--- src/rtl/relogio_pkg.sv ---
// Shared types and helpers for the BCD alarm clock.
// Latency: n/a (types and functions only); backpressure: none.
package relogio_pkg;

    typedef logic [3:0] bcd_t;

    typedef enum logic [1:0] {
        ST_IDLE,
        ST_RINGING,
        ST_SNOOZE
    } alarm_st_t;

    localparam int MAX_H = 23;
    localparam int MAX_M = 59;
    localparam int MAX_S = 59;

    // True when both digits are decimal and the pair does not exceed max_val.
    function automatic logic bcd_ok(input bcd_t hi, input bcd_t lo, input int max_val);
        return (hi <= 4'd9) && (lo <= 4'd9) && ((int'(hi) * 10 + int'(lo)) <= max_val);
    endfunction

endpackage

--- src/rtl/relogio_alarme_contador_bcd.sv ---
// Two-digit BCD modulo-MOD counter with synchronous load and carry-out.
// Latency: 1 cycle (load/inc visible next cycle); backpressure: none.
module contador_bcd
    import relogio_pkg::*;
#(
    parameter int MOD = 60,
    parameter int W1  = 4
) (
    input  logic          clk,
    input  logic          reset,
    input  logic          inc,
    input  logic          load,
    input  logic [W1-1:0] ld1,
    input  bcd_t          ld0,
    output logic [W1-1:0] q1,
    output bcd_t          q0,
    output logic [W1-1:0] nxt1,
    output bcd_t          nxt0,
    output logic          carry
);

    localparam int MAX_HI = (MOD - 1) / 10;
    localparam int MAX_LO = (MOD - 1) % 10;

    logic at_max;

    assign at_max = (q1 == W1'(MAX_HI)) && (q0 == 4'(MAX_LO));

    // Load wins over increment, and a loaded counter never carries.
    always_comb begin
        nxt1  = q1;
        nxt0  = q0;
        carry = 1'b0;
        if (load) begin
            nxt1 = ld1;
            nxt0 = ld0;
        end else if (inc) begin
            if (at_max) begin
                nxt1  = '0;
                nxt0  = '0;
                carry = 1'b1;
            end else if (q0 == 4'd9) begin
                nxt1 = q1 + W1'(1);
                nxt0 = '0;
            end else begin
                nxt0 = q0 + 4'd1;
            end
        end
    end

    always_ff @(posedge clk or posedge reset) begin
        if (reset) begin
            q1 <= '0;
            q0 <= '0;
        end else begin
            q1 <= nxt1;
            q0 <= nxt0;
        end
    end

endmodule

--- src/rtl/relogio_alarme.sv ---
// 24-hour BCD clock with loadable time/alarm and ring/snooze alarm FSM.
// Latency: loads and ticks visible 1 cycle later; backpressure: none.
module relogio_alarme
    import relogio_pkg::*;
#(
    parameter int CLK_DIV    = 100_000_000,
    parameter int RING_SEC   = 30,
    parameter int SNOOZE_MIN = 5
) (
    input  logic       clk,
    input  logic       reset,
    input  logic [1:0] H_in1,
    input  logic [3:0] H_in0,
    input  logic [3:0] M_in1,
    input  logic [3:0] M_in0,
    input  logic       LD_time,
    input  logic       LD_alarm,
    input  logic       alarm_en,
    input  logic       snooze,
    input  logic       disp_sel,
    output logic [1:0] H_out1,
    output logic [3:0] H_out0,
    output logic [3:0] M_out1,
    output logic [3:0] M_out0,
    output logic [3:0] S_out1,
    output logic [3:0] S_out0,
    output logic       tick_1s,
    output logic       alarm_ring
);

    localparam int DIV_W   = (CLK_DIV > 2) ? $clog2(CLK_DIV) : 1;
    localparam int SNZ_SEC = SNOOZE_MIN * 60;
    localparam int CNT_MAX = (RING_SEC > SNZ_SEC) ? RING_SEC : SNZ_SEC;
    localparam int CNT_W   = $clog2(CNT_MAX + 1);

    logic [DIV_W-1:0] div_q;
    logic             tick;
    logic             in_valid;
    logic             time_ld_ok;
    logic             alarm_ld_ok;

    logic [1:0] hr_q1, hr_nxt1, alarm_h1;
    bcd_t       hr_q0, hr_nxt0, alarm_h0;
    bcd_t       min_q1, min_q0, min_nxt1, min_nxt0, alarm_m1, alarm_m0;
    bcd_t       sec_q1, sec_q0, sec_nxt1, sec_nxt0;
    logic       sec_c, min_c;
    logic       day_wrap_unused;
    logic       trigger;

    alarm_st_t        state;
    logic [CNT_W-1:0] remain;
    logic             ring_q;

    assign tick        = (div_q == DIV_W'(CLK_DIV - 1));
    assign in_valid    = bcd_ok({2'b00, H_in1}, H_in0, MAX_H) && bcd_ok(M_in1, M_in0, MAX_M);
    assign time_ld_ok  = LD_time && in_valid;
    assign alarm_ld_ok = LD_alarm && in_valid;

    always_ff @(posedge clk or posedge reset) begin
        if (reset) begin
            div_q <= '0;
        end else if (time_ld_ok || tick) begin
            div_q <= '0;
        end else begin
            div_q <= div_q + DIV_W'(1);
        end
    end

    contador_bcd #(.MOD(MAX_S + 1), .W1(4)) u_sec (
        .clk   (clk),
        .reset (reset),
        .inc   (tick),
        .load  (time_ld_ok),
        .ld1   (4'd0),
        .ld0   (4'd0),
        .q1    (sec_q1),
        .q0    (sec_q0),
        .nxt1  (sec_nxt1),
        .nxt0  (sec_nxt0),
        .carry (sec_c)
    );

    contador_bcd #(.MOD(MAX_M + 1), .W1(4)) u_min (
        .clk   (clk),
        .reset (reset),
        .inc   (sec_c),
        .load  (time_ld_ok),
        .ld1   (M_in1),
        .ld0   (M_in0),
        .q1    (min_q1),
        .q0    (min_q0),
        .nxt1  (min_nxt1),
        .nxt0  (min_nxt0),
        .carry (min_c)
    );

    // Midnight rollover needs no action beyond the hour counter wrapping.
    contador_bcd #(.MOD(MAX_H + 1), .W1(2)) u_hr (
        .clk   (clk),
        .reset (reset),
        .inc   (min_c),
        .load  (time_ld_ok),
        .ld1   (H_in1),
        .ld0   (H_in0),
        .q1    (hr_q1),
        .q0    (hr_q0),
        .nxt1  (hr_nxt1),
        .nxt0  (hr_nxt0),
        .carry (day_wrap_unused)
    );

    always_ff @(posedge clk or posedge reset) begin
        if (reset) begin
            alarm_h1 <= '0;
            alarm_h0 <= '0;
            alarm_m1 <= '0;
            alarm_m0 <= '0;
        end else if (alarm_ld_ok) begin
            alarm_h1 <= H_in1;
            alarm_h0 <= H_in0;
            alarm_m1 <= M_in1;
            alarm_m0 <= M_in0;
        end
    end

    // Fires only when a genuine tick rolls the time onto HH:MM:00 of the alarm;
    // a load that lands exactly on the alarm time does not count.
    assign trigger = tick && !time_ld_ok
                  && (sec_nxt1 == 4'd0) && (sec_nxt0 == 4'd0)
                  && (min_nxt1 == alarm_m1) && (min_nxt0 == alarm_m0)
                  && (hr_nxt1 == alarm_h1) && (hr_nxt0 == alarm_h0);

    always_ff @(posedge clk or posedge reset) begin
        if (reset) begin
            state  <= ST_IDLE;
            remain <= '0;
            ring_q <= 1'b0;
        end else if (!alarm_en) begin
            state  <= ST_IDLE;
            ring_q <= 1'b0;
        end else begin
            case (state)
                ST_IDLE: begin
                    if (trigger) begin
                        state  <= ST_RINGING;
                        remain <= CNT_W'(RING_SEC);
                        ring_q <= 1'b1;
                    end
                end
                ST_RINGING: begin
                    if (snooze) begin
                        state  <= ST_SNOOZE;
                        remain <= CNT_W'(SNZ_SEC);
                        ring_q <= 1'b0;
                    end else if (tick) begin
                        if (remain <= CNT_W'(1)) begin
                            state  <= ST_IDLE;
                            ring_q <= 1'b0;
                        end else begin
                            remain <= remain - CNT_W'(1);
                        end
                    end
                end
                ST_SNOOZE: begin
                    if (tick) begin
                        if (remain <= CNT_W'(1)) begin
                            state  <= ST_RINGING;
                            remain <= CNT_W'(RING_SEC);
                            ring_q <= 1'b1;
                        end else begin
                            remain <= remain - CNT_W'(1);
                        end
                    end
                end
                default: begin
                    state  <= ST_IDLE;
                    ring_q <= 1'b0;
                end
            endcase
        end
    end

    assign tick_1s    = tick;
    assign alarm_ring = ring_q;

    always_comb begin
        if (disp_sel) begin
            H_out1 = alarm_h1;
            H_out0 = alarm_h0;
            M_out1 = alarm_m1;
            M_out0 = alarm_m0;
            S_out1 = 4'd0;
            S_out0 = 4'd0;
        end else begin
            H_out1 = hr_q1;
            H_out0 = hr_q0;
            M_out1 = min_q1;
            M_out0 = min_q0;
            S_out1 = sec_q1;
            S_out0 = sec_q0;
        end
    end

endmodule
--- config.mk ---
export PLATFORM = sky130hd
export DESIGN_NAME = relogio_alarme
export DESIGN_NICKNAME = d
export VERILOG_FILES = /design/src/rtl/relogio_pkg.sv /design/src/rtl/relogio_alarme_contador_bcd.sv /design/src/rtl/relogio_alarme.sv
export SDC_FILE = /design/constraint.sdc
export NUM_CORES = 1
export LEC_CHECK = 0
export BUFFER_PORTS_ARGS = -buffer_cell sky130_fd_sc_hd__buf_2
export CAP_MARGIN = 10
export CORE_MARGIN = 2
export CORE_UTILIZATION = 40
export DETAILED_ROUTE_END_ITERATION = 10
export PLACE_DENSITY_LB_ADDON = 0.15
export SYNTH_ARGS = -nofsm -noshare
export SYNTH_HDL_FRONTEND = slang
export SYNTH_SLANG_ARGS = --single-unit
--- constraint.sdc ---
create_clock -name clk -period 3.5 [get_ports clk]
set_clock_uncertainty 0.05 [all_clocks]
set_input_delay 0.7 -clock clk [delete_from_list [all_inputs] [get_ports clk]]
set_output_delay 0.7 -clock clk [all_outputs]
set_load 0.01 [all_outputs]
==> key figures, run 1 <==
Outcome
  • Status: complete, but fails checks
  • Failing checks: negative setup slack

Floorplan
  • DIE HEIGHT: between 100 and 150 microns
  • Row count: between 40 and 50
  • CORE AREA: around 13,000 sq um
  • Die width: 117 microns
  • I/O pin count: 45
  • Die area: between 10,000 and 15,000 sq um
  • Initial core utilization: 0.408

Critical path
  • Critical path peak fanout: 9
  • R2R setup slack: -0.16 ns
  • Crit path required time: 3.68 ns
  • RR Startpoint: u_sec.q1[1]
  • Startpoint Class: input pin
  • CP Class: in2reg
  • Worst EP arrival: 4.27 ns
  • R2r worst-path depth: 14
  • Worst Setup End Kind: flop
  • Reg-to-Reg End: remain[2]

Global routing
  • Largest net degree at the start of global routing: 76
  • First-pass GRT wire length: roughly 22 mm
  • Vias in the first global route: 4,470
  • Antenna violations before repair: 0
  • Gr usage total: 0.208
  • Remaining Overflow, GRT: 0

Power
  • Leak pwr: 3.13 nW
  • Worst vdd ir: about 0.26 mV
  • Power Dens Cells: 594 nW/um^2
  • Power, Total: slightly above 4 mW

Clock network
  • Total CTS buffers: 9
  • Clock-pin slew on the worst setup and hold paths: about 0.06 ns
  • CTS Sinks: between 70 and 80
  • Clock root buffer: clkbuf_16
  • Max clock buf depth: 2
  • Clk Latency, worst-skew pair: 0.34 ns
  • CTS tree: built
  • H-tree lvl count: 3

STA
  • Max-slew violations: 0
  • Slew @ Worst Pin: 0.574 ns
  • # setup viols final: 12
  • Hold_ws: ~0.40 ns
  • Slew headroom: 0.617
  • Setup TNS: -6.42 ns
  • Final WS setup: -0.591 ns
  • RSZ-0062 raised after global routing: yes
  • Fmax: roughly 240 MHz
  • Post-layout minimum cycle time: 4.09 ns
  • Fin crit share: 1.17
  • Final Hold Fails: 0

Routing
  • Via count: 4,650
  • Routed Antenna Nets: 0
  • Drt first pass iters: 5
  • # DRC: 0
  • Routed WL: 13.5 mm
  • Drt wl/cell: 15.4 microns
  • Via/cell ratio: 5.28
  • Number of DRC markers in iteration 0: approximately 300

Logic synthesis
  • Synth Area in Compound Gates: 0.151
  • Post-synth cell types: around 70
  • Area share of the largest cell type after synthesis: 0.366
  • Flops & latches, synth: 75
  • Synth Area per Inst: roughly 9 sq um
  • Cell count after synthesis: between 500 and 600
  • Ys flop type: dfrtp_1
  • Post-synthesis simple-gate area fraction: 0.224
  • Top cell type by total area after synthesis: dfrtp_1
  • Largest family of logic cells by synthesized area: simple AND/OR/NAND/NOR gates
  • Seq/Total Area, Yosys: 0.366
  • Synthesized-area fraction occupied by adder cells: 0.0801
  • Synth warn: 0
  • Async S/R FF share, synth: 1.00
  • Mapped cell area: 5120 sq um
  • Multiplexer area fraction after synthesis: 0.0769
  • Net Count, Synth: 614
  • EDFF count, synth: 0
  • Top post-synthesis cells by area: dfrtp_1 37%, ha_1 6.8%, mux2_2 4.8%
  • Post-synthesis xor/xnor area fraction: 0.0598

Layout
  • Area growth, synth to finish: 32.7%
  • Fraction of layout cells with a size suffix above 1: 0.320
  • Post-layout util: 0.541
  • Final std cells w/o fill: 881
  • Diode count: 0
  • Final Instance Area: between 6000 and 7000 sq um
  • Nets: ~760
  • Filler instances: approximately 1.2k

Place
  • Placed instance area: roughly 6400 sq um
  • Pre-CTS setup slack: -1.11 ns
  • Global placement routability congestion: a little under 0.9
  • Placed Cells: 858
  • Hpwl dp: 10.3 mm
  • Port bufs: 44

Hold path
  • Class of the worst hold path: in2async

Flow run
  • Max-cap violations: 0
[critical path, stage by stage]
cell and delay [ns]:
buf_6 0.10, ha_4 0.26, ha_4 0.12, inv_2 0.03, fa_2 0.56, nor4b_2 0.05, and4_1 0.22, a211oi_4 0.19
nor2_1 0.13, buf_4 0.16, buf_4 0.17, nor2_1 0.12, a21oi_1 0.07, a2111o_1 0.43, o41ai_2 0.36, buf_4 0.19
buf_6 0.12, o211ai_1 0.08, a22o_1 0.19
[where the power goes]
| part | leakage, nW | total [mW] | internal, mW | switching, mW |
|---|---|---|---|---|
| combinational | 2.03 | 1.68 | 0.868 | 0.811 |
| sequential | 0.946 | 1.33 | 1.10 | 0.226 |
| clock | 0.159 | 1.03 | 0.663 | 0.371 |
[cells by family after synthesis]
family,count (synthesis)
buf+inv,55
simple gates,216
flops,75
fa+ha+maj,31
mux,35
xor+xnor,35
compound gates,115
[placed cells by master (no fill, tap or decap), drive strengths merged, types with 18 or more instances in the layout]
| cell | n |
|---|---|
| ha | 28 |
| nand3 | 25 |
| xnor2 | 18 |
| inv | 34 |
| buf | 151 |
| nand2 | 36 |
| o21ai | 32 |
| nor2 | 61 |
| a21oi | 27 |
| mux2 | 22 |
| dfrtp | 75 |
[synthesized netlist by cell type (all sizes together) (3+ instances only)]
cell type	n
nor4	6
nor3	16
nand3	25
or2	4
nand2b	3
nor2	61
nand4	8
buf	6
mux2i	13
ha	28
a31oi	10
nor2b	12
a22o	3
o21ai	32
o31ai	7
and3	11
fa	3
or4	3
a21oi	27
nand3b	5
or3	6
o2111ai	3
nand2	36
and4	3
a211o	3
inv	34
a21o	3
xnor2	18
and3b	4
o211ai	4
dfrtp	75
xor2	17
a311oi	3
nor4b	3
mux2	22
clkbuf	15
nor3b	3
[registers in the layout, summed over array words and instances (netlist names)]
| signal | count |
|---|---|
| u_sec.q1 | 4 |
| alarm_h0 | 4 |
| alarm_m1 | 4 |
| remain | 9 |
| state | 2 |
| u_hr.q1 | 2 |
| u_min.q1 | 4 |
| u_min.q0 | 4 |
| u_hr.q0 | 4 |
| alarm_ring | 1 |
| u_sec.q0 | 4 |
| alarm_h1 | 2 |
| div_q | 27 |
| alarm_m0 | 4 |
[per-layer routing]
metal / global-route usage / up-vias / part of all wire
met4: 0.0439 / 0 / 0.0061
met3: 0.0494 / 11 / 0.040
met5: 0 / - / 0
li1: - / 2300 / -
met1: 0.288 / 2247 / 0.48
met2: 0.333 / 92 / 0.47
[how the worst max path moves through the flow]
stage                end     start  cells past startpoint  slack (ns)
2_1_floorplan  remain[4]  M_in1[1]                     16       -0.56
3_5_place_dp   remain[8]  M_in1[1]                     18       -1.11
6_report       remain[2]  M_in1[3]                     19       -0.59
5_1_grt        remain[2]  M_in1[1]                     18       -0.77
4_1_cts        remain[2]  M_in1[1]                     18       -0.60
3_3_place_gp   remain[2]  M_in1[1]                     17       -1.03
[repair_timing]
item	CTS	global route
cloned	1	0
endpoints found under the hold margin	0	0
buffers inserted	4	2
setup endpoints to repair	12	12
resized for setup	10	5
hold buffers	0	0
pin swaps	1	1
[layout make-up]
cell class                 count  area, sq um  area share
sequential                    75         1880       0.276
tap                          172          215      0.0316
timing repair buffer         151         1090       0.160
multi-input combinational    433         3160       0.465
clock buffer                  12          256      0.0377
inverter                      34          128      0.0188
clock inverter                 4         72.6      0.0107
Power figures use the tool's default switching activity.
==> inputs of run 2 (changes only) <==
--- a/config.mk
+++ b/config.mk
@@ -5,7 +5,7 @@
 export SDC_FILE = /design/constraint.sdc
 export NUM_CORES = 1
 export LEC_CHECK = 0
-export BUFFER_PORTS_ARGS = -buffer_cell sky130_fd_sc_hd__buf_2
+export BUFFER_PORTS_ARGS = -buffer_cell sky130_fd_sc_hd__buf_4
 export CAP_MARGIN = 10
 export CORE_MARGIN = 2
 export CORE_UTILIZATION = 40
==> run 2 against run 1 <==
  * The run still ends with negative setup slack left
  * First-iteration DRC count increased by 7.1%
  * Worst setup slack got worse by 0.044 ns
  * Clock power decreased by 5%
  * Register-to-register slack got worse by 0.14 ns
  * Design area increased by 2.7%
  * Via count decreased by 0.19%
==> key figures, run 2 (synthesis gave the netlist of run 1 again) <==
Global routing
  • Gr usage total: 0.219 (was 0.208)
  • Remaining Overflow, GRT: 0 (unchanged)
  • Largest net degree at the start of global routing: 43 (was 76)
  • Antenna violations before repair: 0 (unchanged)
  • Vias in the first global route: 4,693 (was 4,470)
  • First-pass GRT wire length: 23.3 mm (was 22.1 mm)

Place
  • Port bufs: 44 (unchanged)
  • Placed Cells: 861 (was 858)
  • Pre-CTS setup slack: -1.04 ns (was -1.11 ns)
  • Hpwl dp: 10.7 mm (was 10.3 mm)
  • Global placement routability congestion: 0.881 (was 0.887)
  • Placed instance area: 6490 sq um (was 6360 sq um)

Layout
  • Top reg by flops: div_q (unchanged)
  • Nets: 761 (was 756)
  • Diode count: 0 (unchanged)
  • Final std cells w/o fill: 886 (was 881)
  • Final Instance Area: 6980 sq um (was 6800 sq um)
  • Fraction of layout cells with a size suffix above 1: 0.339 (was 0.320)
  • Filler instances: 1,149 (was 1,177)
  • Most frequent cells in the layout: 145 x buf_4, 75 x dfrtp_1, 59 x nor2_1 (was 101 x buf_4, 75 x dfrtp_1, 60 x nor2_1)
  • Commonest non-fill, non-tap cell in the layout: buf_4 (unchanged)
  • Post-layout util: 0.556 (was 0.541)
  • Area growth, synth to finish: 36.3% (was 32.7%)
  • Leading registers by flop count: div_q (27), remain (9) (unchanged)
  • Max reg flops: 27 (unchanged)

Routing
  • Via/cell ratio: 5.24 (was 5.28)
  • Drt wl/cell: 15.9 microns (was 15.4 microns)
  • Number of DRC markers in iteration 0: 317 (was 296)
  • Via count: 4,641 (was 4,650)
  • # DRC: 0 (unchanged)
  • Drt first pass iters: 4 (was 5)
  • Routed Antenna Nets: 0 (unchanged)
  • Routed WL: 14.0 mm (was 13.5 mm)

Power
  • Power Dens Cells: 584 nW/um^2 (was 594 nW/um^2)
  • Worst vdd ir: 0.293 mV (was 0.264 mV)
  • Power, Total: 4.08 mW (was 4.04 mW)
  • Leak pwr: 3.19 nW (was 3.13 nW)

Floorplan
  • Die area: 13,700 sq um (unchanged)
  • CORE AREA: 12,600 sq um (unchanged)
  • I/O pin count: 45 (unchanged)
  • Initial core utilization: 0.408 (unchanged)
  • DIE HEIGHT: 117 microns (unchanged)
  • Die width: 117 microns (unchanged)
  • Row count: 41 (unchanged)

Clock network
  • Cts hold-fix bufs: 0 (unchanged)
  • Clock root buffer: clkbuf_16 (unchanged)
  • Max clock buf depth: 2 (unchanged)
  • CTS Sinks: 75 (unchanged)
  • Clock-pin slew on the worst setup and hold paths: 0.06 ns (about the same)
  • Total CTS buffers: 9 (unchanged)
  • CTS tree: built (unchanged)
  • H-tree lvl count: 3 (unchanged)
  • Clk Latency, worst-skew pair: 0.34 ns (about the same)

Critical path
  • Startpoint Class: input pin (unchanged)
  • Crit path required time: 3.68 ns (about the same)
  • Critical path peak fanout: 8 (was 9)
  • Worst Setup End Kind: flop (unchanged)
  • CP Class: in2reg (unchanged)
  • Worst EP arrival: 4.32 ns (was 4.27 ns)

STA
  • # setup viols final: 12 (unchanged)
  • Fmax: 242 MHz (was 244 MHz)
  • Setup TNS: -7.00 ns (was -6.42 ns)
  • Final WS setup: -0.635 ns (was -0.591 ns)
  • Post-layout minimum cycle time: 4.14 ns (was 4.09 ns)
  • Fin crit share: 1.18 (was 1.17)
  • Max-slew violations: 0 (unchanged)
  • Slew headroom: 0.491 (was 0.617)
  • RSZ-0062 raised after global routing: yes (unchanged)
  • Final Hold Fails: 0 (unchanged)
  • Slew @ Worst Pin: 0.762 ns (was 0.574 ns)
  • Hold_ws: 0.447 ns (was 0.402 ns)

Outcome
  • Failing checks: negative setup slack (unchanged)
  • Status: complete, but fails checks (unchanged)

Flow run
  • Max-cap violations: 0 (unchanged)

Hold path
  • Class of the worst hold path: in2async (unchanged)
## run 2: changes by cell type in the layout (fill, tap and decap cells not counted), sizes merged
cell and change:
buf +6, or2 -1, clkinvlp +1, clkbuf -2, bufinv -1, inv +2
## run 2: layout make-up
cell class / instances / area (sq um) / area share
Multi-Input combinational cell: 432 / 3200 / 0.458
Sequential cell: 75 / 1880 / 0.269
Timing Repair Buffer: 157 / 1250 / 0.180
Clock buffer: 10 / 239 / 0.0342
Tap cell: 172 / 215 / 0.0308
Inverter: 34 / 128 / 0.0183
Clock inverter: 6 / 71.3 / 0.0102
## run 2: report_power, final
group	switching, mW	leakage [nW]	internal [mW]
Combinational	0.825	2.09	0.940
Sequential	0.232	0.946	1.10
Clock	0.400	0.146	0.578
## run 2: repair_timing
action / in CTS / in global routing
setup buffers: 5 / 4
resized for setup: 16 / 9
endpoints found under the hold margin: 0 / 0
pin swaps: 13 / 3
setup endpoints to repair: 12 / 12
## run 2: path summary, 6_finish.rpt
check | startpoint | endpoint | slack (ns) | cells after the start
setup / recovery | M_in1[3] | remain[3] | -0.64 | 19
hold / removal | reset | div_q[4] | 0.45 | 2
setup reg to reg | div_q[9] | remain[3] | -0.30 | 13
hold reg to reg | div_q[0] | div_q[0] | 0.48 | 2
max in group asynchronous | reset | u_min.q1[3] | 2.26 | 3
min in group clk | div_q[0] | div_q[0] | 0.48 | 2
## run 2: per-layer routing
metal / global-route usage / part of all wire
met2: 0.351 / 0.47
met1: 0.306 / 0.49
met5: 0 / 0
met3: 0.0273 / 0.032
met4: 0.0784 / 0.014
## run 2: worst max-delay path: stages
cell	delay, ns
buf_8	0.10
ha_4	0.24
ha_4	0.16
inv_2	0.05
fa_2	0.45
nor4b_2	0.24
and4_1	0.26
a211oi_4	0.06
buf_6	0.13
or2_4	0.28
buf_6	0.13
mux2_4	0.30
xnor2_2	0.15
o2111ai_2	0.14
o41ai_2	0.31
buf_4	0.20
buf_6	0.10
nand3_2	0.05
a22o_1	0.25
==> inputs of run 3 (changes only) <==
--- a/config.mk
+++ b/config.mk
@@ -5,12 +5,13 @@
 export SDC_FILE = /design/constraint.sdc
 export NUM_CORES = 1
 export LEC_CHECK = 0
+export ABC_AREA = 1
 export BUFFER_PORTS_ARGS = -buffer_cell sky130_fd_sc_hd__buf_4
-export CAP_MARGIN = 10
+export CAP_MARGIN = 20
 export CORE_MARGIN = 2
 export CORE_UTILIZATION = 40
 export DETAILED_ROUTE_END_ITERATION = 10
-export PLACE_DENSITY_LB_ADDON = 0.15
+export PLACE_DENSITY_LB_ADDON = 0.25
 export SYNTH_ARGS = -nofsm -noshare
 export SYNTH_HDL_FRONTEND = slang
 export SYNTH_SLANG_ARGS = --single-unit
==> run 3 against run 2 <==
  * Die area rose by 5.4%
  * Total power fell by 18%
  * Utilization down 3.9 points
  * Synthesized cell count increased by 35%
  * Count of clock-buffer cells in the layout up 3
  * Largest power group is now sequential cells
  * Highest routed layer unchanged
  * Largest cell class unchanged
  * Clock power decreased by 4.4%
  * Design area fell by 2.0%
  * The flow still finishes with violations (negative setup slack)
==> key figures, run 3 <==
STA
  • Fin crit share: 1.01 (was 1.18)
  • Max-slew violations: 0 (unchanged)
  • Final WS setup: -0.0443 ns (was -0.635 ns)
  • Hold_ws: 0.305 ns (was 0.447 ns)
  • Slew headroom: 0.224 (was 0.491)
  • Final Hold Fails: 0 (unchanged)
  • Post-layout minimum cycle time: 3.54 ns (was 4.14 ns)
  • Slew @ Worst Pin: 1.16 ns (was 0.762 ns)
  • # setup viols final: 12 (unchanged)
  • RSZ-0062 raised after global routing: yes (unchanged)
  • Setup TNS: -0.381 ns (was -7.00 ns)
  • Fmax: 282 MHz (was 242 MHz)

Logic synthesis
  • Cell count after synthesis: 761 (was 562)
  • Flops & latches, synth: 75 (unchanged)
  • Async S/R FF share, synth: 1.00 (unchanged)
  • Top post-synthesis cells by area: dfrtp_1 35%, nand2_1 14%, inv_1 6.8% (was dfrtp_1 37%, ha_1 6.8%, mux2_2 4.8%)
  • Ys flop type: dfrtp_1 (unchanged)
  • Synth Area per Inst: 7.11 sq um (was 9.12 sq um)
  • Top cell type by total area after synthesis: dfrtp_1 (unchanged)
  • Synth warn: 0 (unchanged)
  • EDFF count, synth: 0 (unchanged)
  • Most frequent cell after synthesis: nand2_1 (was dfrtp_1)
  • Seq/Total Area, Yosys: 0.347 (was 0.366)
  • Post-synth cell types: 41 (was 71)
  • Area share of the largest cell type after synthesis: 0.347 (was 0.366)
  • Net Count, Synth: 813 (was 614)
  • Mapped cell area: 5410 sq um (was 5120 sq um)
  • Top cells by instance count after synthesis: 200 x nand2_1, 98 x inv_1, 78 x nor2_1 (was 75 x dfrtp_1, 60 x nor2_1, 36 x nand2_1)

Routing
  • Routed WL: 12.8 mm (was 14.0 mm)
  • Routed Antenna Nets: 0 (unchanged)
  • Drt first pass iters: 5 (was 4)
  • Via count: 4,932 (was 4,641)
  • Drt wl/cell: 12.5 microns (was 15.9 microns)
  • # DRC: 0 (unchanged)
  • Via/cell ratio: 4.83 (was 5.24)
  • Number of DRC markers in iteration 0: 323 (was 317)

Global routing
  • Vias in the first global route: 4,908 (was 4,693)
  • Gr usage total: 0.194 (was 0.219)
  • Antenna violations before repair: 0 (unchanged)
  • Remaining Overflow, GRT: 0 (unchanged)
  • First-pass GRT wire length: 22.7 mm (was 23.3 mm)
  • Largest net degree at the start of global routing: 37 (was 43)

Critical path
  • Crit-path max cell delay: 0.49 ns (was 0.45 ns)
  • Worst EP arrival: 3.72 ns (was 4.32 ns)
  • Startpoint Class: input pin (unchanged)
  • Worst path slowest cell: fa_1 (was fa_2)
  • CP Class: in2reg (unchanged)
  • Worst Setup End Kind: flop (unchanged)
  • Worst path most repeated cell: nand2_1 (was buf_6)
  • CP Cell Sequence: buf_6, ha_4, ha_4, inv_2, fa_1, nor4_2, nand3_1, nand2_2, nand3_4, buf_12, nand3_2, nand2_1, nand2_1, nand2_1, nor2_2, nand3_2, nor2_4, nand3_4, nand2_8, nand2_8, nand2_4, o21ai_2 (was buf_8, ha_4, ha_4, inv_2, fa_2, nor4b_2, and4_1, a211oi_4, buf_6, or2_4, buf_6, mux2_4, xnor2_2, o2111ai_2, o41ai_2, buf_4, buf_6, nand3_2, a22o_1)
  • Delay-heaviest family, CP: simple AND/OR/NAND/NOR gates (was adder cells)
  • Critical path peak fanout: 7 (was 8)
  • Buffers plus inverters on the worst setup path: 3 (was 6)
  • Crit path required time: 3.68 ns (about the same)

Floorplan
  • Row count: 42 (was 41)
  • DIE HEIGHT: 120 microns (was 117 microns)
  • CORE AREA: 13,200 sq um (was 12,600 sq um)
  • Initial core utilization: 0.408 (about the same)
  • Die area: 14,500 sq um (was 13,700 sq um)
  • Die width: 120 microns (was 117 microns)
  • I/O pin count: 45 (unchanged)

Clock network
  • Clock root buffer: clkbuf_16 (unchanged)
  • H-tree lvl count: 3 (unchanged)
  • Clock-pin slew on the worst setup and hold paths: 0.06 ns (about the same)
  • Clk Latency, worst-skew pair: 0.35 ns (was 0.34 ns)
  • CTS Sinks: 75 (unchanged)
  • CTS tree: built (unchanged)
  • Max clock buf depth: 2 (unchanged)
  • Cts hold-fix bufs: 0 (unchanged)
  • Total CTS buffers: 9 (unchanged)

Layout
  • Commonest non-fill, non-tap cell in the layout: nand2_1 (was buf_4)
  • Area growth, synth to finish: 26.5% (was 36.3%)
  • Top reg by flops: div_q (unchanged)
  • Max reg flops: 27 (unchanged)
  • Leading registers by flop count: div_q (27), remain (9) (unchanged)
  • Nets: 892 (was 761)
  • Diode count: 0 (unchanged)
  • Fraction of layout cells with a size suffix above 1: 0.236 (was 0.339)
  • Most frequent cells in the layout: 183 x nand2_1, 95 x inv_1, 75 x dfrtp_1 (was 145 x buf_4, 75 x dfrtp_1, 59 x nor2_1)

Hold path
  • Class of the worst hold path: in2async (unchanged)

Place
  • Global placement routability congestion: 0.849 (was 0.881)
  • Port bufs: 44 (unchanged)
  • Hpwl dp: 9.31 mm (was 10.7 mm)

Power
  • Worst vdd ir: 0.262 mV (was 0.293 mV)
  • Leak pwr: 3.51 nW (was 3.19 nW)
  • Power Dens Cells: 491 nW/um^2 (was 584 nW/um^2)

Outcome
  • Failing checks: negative setup slack (unchanged)
  • Status: complete, but fails checks (unchanged)

Flow run
  • Max-cap violations: 0 (unchanged)
## run 3: cell families after synthesis
kind of cell | count (synthesis) | synth area share
flip-flops | 75 | 0.347
AO/OA/AOI/OAI | 88 | 0.0941
adder cells (fa/ha/maj) | 31 | 0.0759
XOR/XNOR | 26 | 0.0421
buffers and inverters | 133 | 0.0969
AND/OR/NAND/NOR | 408 | 0.344
## run 3: metrics by stage
stage	utilization	cell area, sq um	instances	worst slack [ns]	total power [mW]
final	0.517	6840	1021	-0.0443	3.36
after global routing	0.517	6840	1021	-0.263	3.60
after CTS	0.507	6710	1020	0.0235	3.34
after detailed placement	0.464	6150	996	-0.451	2.33
after global placement	0.463	6130	995	-0.372	2.31
after floorplan	-	5430	761	0.00438	1.94
## run 3: final timing paths
path / cells past startpoint / slack [ns] / endpoint / startpoint
worst max-delay path: 22 / -0.04 / remain[3] / M_in1[3]
worst min-delay path: 2 / 0.30 / remain[2] / reset
worst max register to register: 20 / 0.54 / remain[3] / div_q[0]
worst min register to register: 1 / 0.41 / div_q[0] / div_q[0]
max in group asynchronous: 3 / 2.50 / alarm_m0[1] / reset
min in group clk: 1 / 0.41 / div_q[0] / div_q[0]
## run 3: power breakdown
group	internal [mW]	switching [mW]	total, mW
Combinational	0.517	0.678	1.19
Clock	0.557	0.379	0.935
Sequential	1.06	0.168	1.23
Total	2.14	1.22	3.36
## run 3: what timing repair did
item,in CTS,in global routing
cloned,5,0
setup endpoints to repair,12,12
setup buffers,3,1
pin swaps,13,22
hold endpoints to repair,0,0
resized for setup,35,26
## run 3: layer usage
layer | GRT usage | vias to the layer above | share of wire
li1 | - | 2582 | -
met1 | 0.248 | 2252 | 0.46
met2 | 0.334 | 84 | 0.49
met3 | 0.0406 | 14 | 0.036
met4 | 0.0509 | 0 | 0.011
met5 | 0 | - | 0
## run 3: worst register-to-register path, cell delays in order (launching register included)
cell and delay (ns):
dfrtp_1 0.37, ha_1 0.21, nand3_2 0.14, nor2_2 0.15, nand2_2 0.13, nor2_1 0.12
nand2_1 0.13, nor2_2 0.18, nand2_1 0.12, nand2_1 0.09, nand3_2 0.08, nand3_1 0.07
nand2_1 0.06, nor2_2 0.19, nand3_2 0.12, nor2_4 0.15, nand3_4 0.11, nand2_8 0.15
nand2_8 0.09, nand2_4 0.11, o21ai_2 0.05
## run 3: final cells by class
| type | instances | area (sq um) |
|---|---|---|
| multi-input cells | 555 | 3280 |
| well taps | 176 | 220 |
| clock buffers | 13 | 280 |
| clock inverters | 3 | 20.0 |
| inverters | 117 | 445 |
| fillers | 1316 | 6400 |
| repair buffers | 82 | 724 |
| flip-flops and latches | 75 | 1880 |
